File: src/rtl/seg7_pkg.sv
// Shared definitions for the 7-segment capture monitor: segment patterns and FSM states.
package seg7_pkg;

  localparam int unsigned SEG_W = 7;
  localparam int unsigned NIB_W = 4;

  localparam logic [SEG_W-1:0] SEG_BLANK = 7'b111_1111;

  // Active-low abc_defg pattern for each hex nibble, index = nibble value.
  localparam logic [SEG_W-1:0] SEG_TABLE [16] = '{
    7'b000_0001, 7'b100_1111, 7'b001_0010, 7'b000_0110,
    7'b100_1100, 7'b010_0100, 7'b010_0000, 7'b000_1111,
    7'b000_0000, 7'b000_1100, 7'b000_1000, 7'b110_0000,
    7'b011_0001, 7'b100_0010, 7'b011_0000, 7'b011_1000
  };

  typedef enum logic [1:0] {
    IDLE   = 2'd0,
    SETTLE = 2'd1,
    HELD   = 2'd2
  } state_t;

endpackage

File: src/rtl/seg7_decode.sv
// Combinational inverse of the hex-to-7-segment encoder.
module seg7_decode
  import seg7_pkg::*;
(
  input  logic [SEG_W-1:0] seg,
  output logic [NIB_W-1:0] nibble_c,
  output logic             blank_c,
  output logic             illegal_c
);

  always_comb begin
    nibble_c  = '0;
    blank_c   = 1'b0;
    illegal_c = 1'b1;
    if (seg == SEG_BLANK) begin
      blank_c   = 1'b1;
      illegal_c = 1'b0;
    end else begin
      for (int i = 0; i < 16; i++) begin
        if (seg == SEG_TABLE[i]) begin
          nibble_c  = NIB_W'(i);
          illegal_c = 1'b0;
        end
      end
    end
  end

endmodule

File: src/rtl/seg7_capture.sv
// Monitors a multiplexed active-low 7-segment bus and recovers each digit's nibble.
module seg7_capture
  import seg7_pkg::*;
#(
  parameter int unsigned NUM_DIGITS    = 4,
  parameter int unsigned STABLE_CYCLES = 4
) (
  input  logic                    clk,
  input  logic                    rst,
  input  logic [NUM_DIGITS-1:0]   an_n,
  input  logic [SEG_W-1:0]        seg_n,
  output logic                    digit_stb,
  output logic [2:0]              digit_idx,
  output logic [4*NUM_DIGITS-1:0] value,
  output logic [NUM_DIGITS-1:0]   blank,
  output logic [NUM_DIGITS-1:0]   illegal,
  output logic                    frame_stb
);

  localparam int unsigned CNT_W = 8;
  localparam int unsigned IDX_W = 3;
  localparam int unsigned ZC_W  = 4;

  logic [NUM_DIGITS-1:0] an_q, an_prev;
  logic [SEG_W-1:0]      seg_q, seg_prev;
  logic [NUM_DIGITS-1:0] seen;
  logic [NUM_DIGITS-1:0] seen_upd;

  state_t            state, state_nxt;
  logic [CNT_W-1:0]  cnt, cnt_nxt;
  logic              capture;
  logic              sel_valid;
  logic [IDX_W-1:0]  sel_idx;
  logic [ZC_W-1:0]   zeros;
  logic              pair_same;

  logic [NIB_W-1:0]  dec_nibble;
  logic              dec_blank;
  logic              dec_illegal;

  seg7_decode u_decode (
    .seg       (seg_q),
    .nibble_c  (dec_nibble),
    .blank_c   (dec_blank),
    .illegal_c (dec_illegal)
  );

  // Select is valid only with exactly one low anode bit.
  always_comb begin
    zeros   = '0;
    sel_idx = '0;
    for (int i = 0; i < int'(NUM_DIGITS); i++) begin
      if (!an_q[i]) begin
        zeros   = zeros + ZC_W'(1);
        sel_idx = IDX_W'(i);
      end
    end
    sel_valid = (zeros == ZC_W'(1));
  end

  assign pair_same = (an_q == an_prev) && (seg_q == seg_prev);
  assign seen_upd  = seen | (NUM_DIGITS'(1) << sel_idx);

  always_ff @(posedge clk) begin
    if (rst) state <= IDLE;
    else     state <= state_nxt;
  end

  // Next state, settle counter and capture decision.
  always_comb begin
    state_nxt = state;
    cnt_nxt   = cnt;
    capture   = 1'b0;
    if (!sel_valid) begin
      state_nxt = IDLE;
      cnt_nxt   = '0;
    end else if (state == HELD && pair_same) begin
      state_nxt = HELD;
    end else begin
      if (state == SETTLE && pair_same) cnt_nxt = cnt + CNT_W'(1);
      else                              cnt_nxt = CNT_W'(1);
      state_nxt = SETTLE;
      if (cnt_nxt == CNT_W'(STABLE_CYCLES)) begin
        capture   = 1'b1;
        state_nxt = HELD;
      end
    end
  end

  always_ff @(posedge clk) begin
    if (rst) begin
      an_q     <= '1;
      an_prev  <= '1;
      seg_q    <= SEG_BLANK;
      seg_prev <= SEG_BLANK;
      cnt      <= '0;
    end else begin
      an_q     <= an_n;
      an_prev  <= an_q;
      seg_q    <= seg_n;
      seg_prev <= seg_q;
      cnt      <= cnt_nxt;
    end
  end

  // Capture registers; the completing digit's value lands with frame_stb.
  always_ff @(posedge clk) begin
    if (rst) begin
      digit_stb <= 1'b0;
      frame_stb <= 1'b0;
      digit_idx <= '0;
      value     <= '0;
      blank     <= '0;
      illegal   <= '0;
      seen      <= '0;
    end else begin
      digit_stb <= capture;
      frame_stb <= capture && (&seen_upd);
      if (capture) begin
        digit_idx <= sel_idx;
        seen      <= (&seen_upd) ? '0 : seen_upd;
        for (int i = 0; i < int'(NUM_DIGITS); i++) begin
          if (sel_idx == IDX_W'(i)) begin
            value[4*i +: 4] <= dec_nibble;
            blank[i]        <= dec_blank;
            illegal[i]      <= dec_illegal;
          end
        end
      end
    end
  end

endmodule

File: config.mk
export PLATFORM = sky130hd
export DESIGN_NAME = seg7_capture
export DESIGN_NICKNAME = d
export VERILOG_FILES = /design/src/rtl/seg7_pkg.sv /design/src/rtl/seg7_decode.sv /design/src/rtl/seg7_capture.sv
export SDC_FILE = /design/constraint.sdc
export NUM_CORES = 1
export LEC_CHECK = 0
export CAP_MARGIN = 20
export CORE_ASPECT_RATIO = 1.75
export CORE_MARGIN = 4
export CORE_UTILIZATION = 45
export CTS_BUF_LIST = sky130_fd_sc_hd__clkbuf_2 sky130_fd_sc_hd__clkbuf_4 sky130_fd_sc_hd__clkbuf_8
export CTS_CLUSTER_DIAMETER = 60
export DETAILED_ROUTE_END_ITERATION = 7
export GPL_TIMING_DRIVEN = 0
export HOLD_SLACK_MARGIN = 0.15
export PLACE_DENSITY_LB_ADDON = 0.05
export SYNTH_ARGS = -nofsm -noshare
export SYNTH_HDL_FRONTEND = slang
export SYNTH_SLANG_ARGS = --single-unit
File: constraint.sdc
create_clock -name clk -period 3.6 [get_ports clk]
set_input_delay 0.36 -clock clk [delete_from_list [all_inputs] [get_ports clk]]
set_output_delay 0.36 -clock clk [all_outputs]
set_load 0.03 [all_outputs]
==> results.txt <==
Outcome - complete, no violations
Layout cells sized above 1 - 0.146
RD Place Congestion - 0.814
Vias in the first global route - 2,626
Clock Skews - 0.00907 ns
WP data required - 3.81 ns
Antenna violations before repair - 0
Commonest cells post-synth - dfxtp_1 (64), nand2b_1 (25), nor2_1 (25), or2_2 (24), clkbuf_1 (21)
P&R area growth vs syn - 22.3%
VDD IR max - 0.210 mV
GRT overflow - 0
Boundary pin count - 42
Critical path capture point type - flip-flop
Total Wirelength - 7.50 mm
Register area - 1280 um^2
Syn_area_per_cell - 9.01 um^2
Multi-input gate area - 1690 um^2
FFs w/ async S/R, synth - 0
Largest net degree at the start of global routing - 12
GRT Total Usage - 0.186
Fin Setup TNS - 0 ns
Wire per inst - 15.4 um
Leak pwr - 1.49 nW
Synth Register Bits - 64
Area leader, netlist - dfxtp_1
Syn Std Cell Area - 3140 um^2
Number of diodes - 0
Clock sinks - 64
Detail Route Antenna Nets - 0
H-tree levels - 3
Crit Path Class - flip-flop to flip-flop
Psw - 361 uW
Primary FF master, synth - dfxtp_1
Clock network fraction of total power - 0.408
Fmax - 0.304 GHz
HPWL Detailed - 5.68 mm
Critical-path maximum fanout - 7
Rows - 40
Clk slew on worst S/H paths - 0.07 ns
Die area - 8420 um^2
Hold_ws - 0.457 ns
Netlist cell types - 62
Cells after synthesis - 348
IO buf count - 40
Fin crit period - 3.29 ns
1st-iter DRT viols - 125
Worst Hold Class - flip-flop to flip-flop
Number of buffers created by CTS - 9
Top cells by area, synth - dfxtp_1 (41%), mux2i_1 (6.4%), nand2b_1 (5.0%), or2_2 (4.8%), xor2_1 (3.6%)
Non-Filler Cell Area, Final - 3830 um^2
Final setup viols - 0
Max Cap Viol - 0
First-pass GRT wire length - 12.4 mm
CTS root buffer - clkbuf_8
Core Region - 6810 um^2
Library cell with the highest instance count after synthesis - dfxtp_1
Sequential area share after synthesis - 0.408
CP arrival - 3.51 ns
RSZ-0062 raised after global routing - false
Width of the die - 71.1 um
Clk_lat worst skew - 0.35 ns
Final Cycle Share - 0.915
Top cell type's share of synthesized area - 0.408
Setup bufs post-CTS - 0
# hold bufs at CTS - 0
Starting Density - 0.461
Switching part of the total - 0.247
# fillers - 681
Vias per cell - 5.39
Fin. max-slew vios - 0
Residual DRC - 0
Total Nets Final - 416
Clock tree from TritonCTS - done
Drt pass-1 iters - 4
Die H - 118 um
Power per cell area - 382 nW/um^2
Logic pwr share - 0.093
Mapped Nets - 365
CTS max path bufs - 2
Synth warn - 0
Flop pwr share - 0.499
Via count - 2,632
DP Area - 3640 um^2
Post-synth EDFFs - 0
Startpoint types - flip-flop
Post-layout util - 0.563
Fin. Hold Viols - 0
Internal cell power - 1.10 mW
==> state kept, by name (all words and copies together), names as in the netlist <==
name       flops
digit_stb      1
frame_stb      1
digit_idx      2
seen           4
an_q           4
seg_q          7
seg_prev       7
cnt            8
state          2
an_prev        4
illegal        4
value         16
blank          4
==> what timing repair did <==
item	CTS	global route
endpoints found under the hold margin	0	0
endpoints found under the setup margin	0	15
gates resized for setup	0	1
==> final timing paths <==
check                           slack (ns)               endpoint  cells past startpoint            startpoint
worst max register to register        0.31  value[3]$_SDFFE_PP0P_                     12    an_q[1]$_SDFF_PP1_
worst min register to register        0.46   seen[0]$_SDFFE_PP0P_                      2  seen[0]$_SDFFE_PP0P_
worst max-delay path                  0.31  value[3]$_SDFFE_PP0P_                     12    an_q[1]$_SDFF_PP1_
worst min-delay path                  0.46   seen[0]$_SDFFE_PP0P_                      2  seen[0]$_SDFFE_PP0P_
==> through the flow <==
| step | cells | power [mW] | setup WS [ns] |
|---|---|---|---|
| CTS | 488 | 1.48 | 0.134 |
| global route | 488 | 1.53 | 0.0441 |
| finish | 488 | 1.47 | 0.305 |
| detailed placement | 472 | 0.884 | 0.193 |
| global placement | 472 | 0.881 | 0.212 |
| floorplan | 348 | 0.840 | 0.642 |
==> area by class of cell <==
type | count | share of cell area
clock buffer | 10 | 0.0343
clock inverter | 6 | 0.0157
tap | 84 | 0.0274
multi-input combinational | 245 | 0.439
timing repair buffer | 40 | 0.104
sequential | 64 | 0.334
inverter | 12 | 0.0117
buffer | 27 | 0.0326
==> logic make-up after synthesis <==
family | count (synthesis) | share of synthesized area
flops | 64 | 0.408
xor+xnor | 16 | 0.0447
simple gates | 143 | 0.286
fa+ha+maj | 4 | 0.0160
other cells | 1 | 0.00120
mux | 20 | 0.0638
buf+inv | 39 | 0.0542
compound gates | 61 | 0.125
==> per-layer routing <==
layer | wire length (um) | GRT usage | vias up
li1 | - | - | 1322
met5 | 0 | 0 | -
met1 | 2810 | 0.173 | 1238
met2 | 4160 | 0.359 | 57
met3 | 293 | 0.0409 | 15
met4 | 239 | 0.0988 | 0
==> placed cells by master (no fill, tap or decap), types with 3 or more instances in the layout <==
cell type        count
xnor2_1              3
or4b_2               3
o22ai_1              4
nand2b_1            25
nand2_1              7
nand3_1              6
and3_1               3
dfxtp_1             63
o21ai_0             18
nor3_1               6
clkbuf_8            10
clkbuf_1            21
xor2_1              13
clkinv_2             3
inv_1               12
nor2_1              25
nand3b_1             6
or2_2               24
o31ai_1              3
a21boi_0             3
clkdlybuf4s50_1     40
nand4_1              5
a21oi_1             13
or4_1                5
nor3b_1              6
ha_1                 4
a311oi_1             3
a31oi_1              3
mux2i_1             20
==> critical path, stage by stage, from the launching register on <==
cell,delay [ns]
dfxtp_2,0.42
inv_1,0.09
ha_1,0.21
o21ai_0,0.24
inv_1,0.08
ha_1,0.28
or4b_2,0.62
o22ai_1,0.24
a31o_2,0.19
and4b_1,0.22
buf_6,0.14
nand4_4,0.23
mux2i_1,0.18
==> power by group through the flow <==
stage	Clock, mW	Sequential [mW]	Combinational [mW]
floorplan	0	0.745	0.0945
global route	0.645	0.733	0.151
detailed placement	0	0.748	0.136
global placement	0	0.747	0.133
CTS	0.614	0.731	0.137
finish	0.598	0.731	0.136
Note: power is estimated with default switching activity, not from simulation.
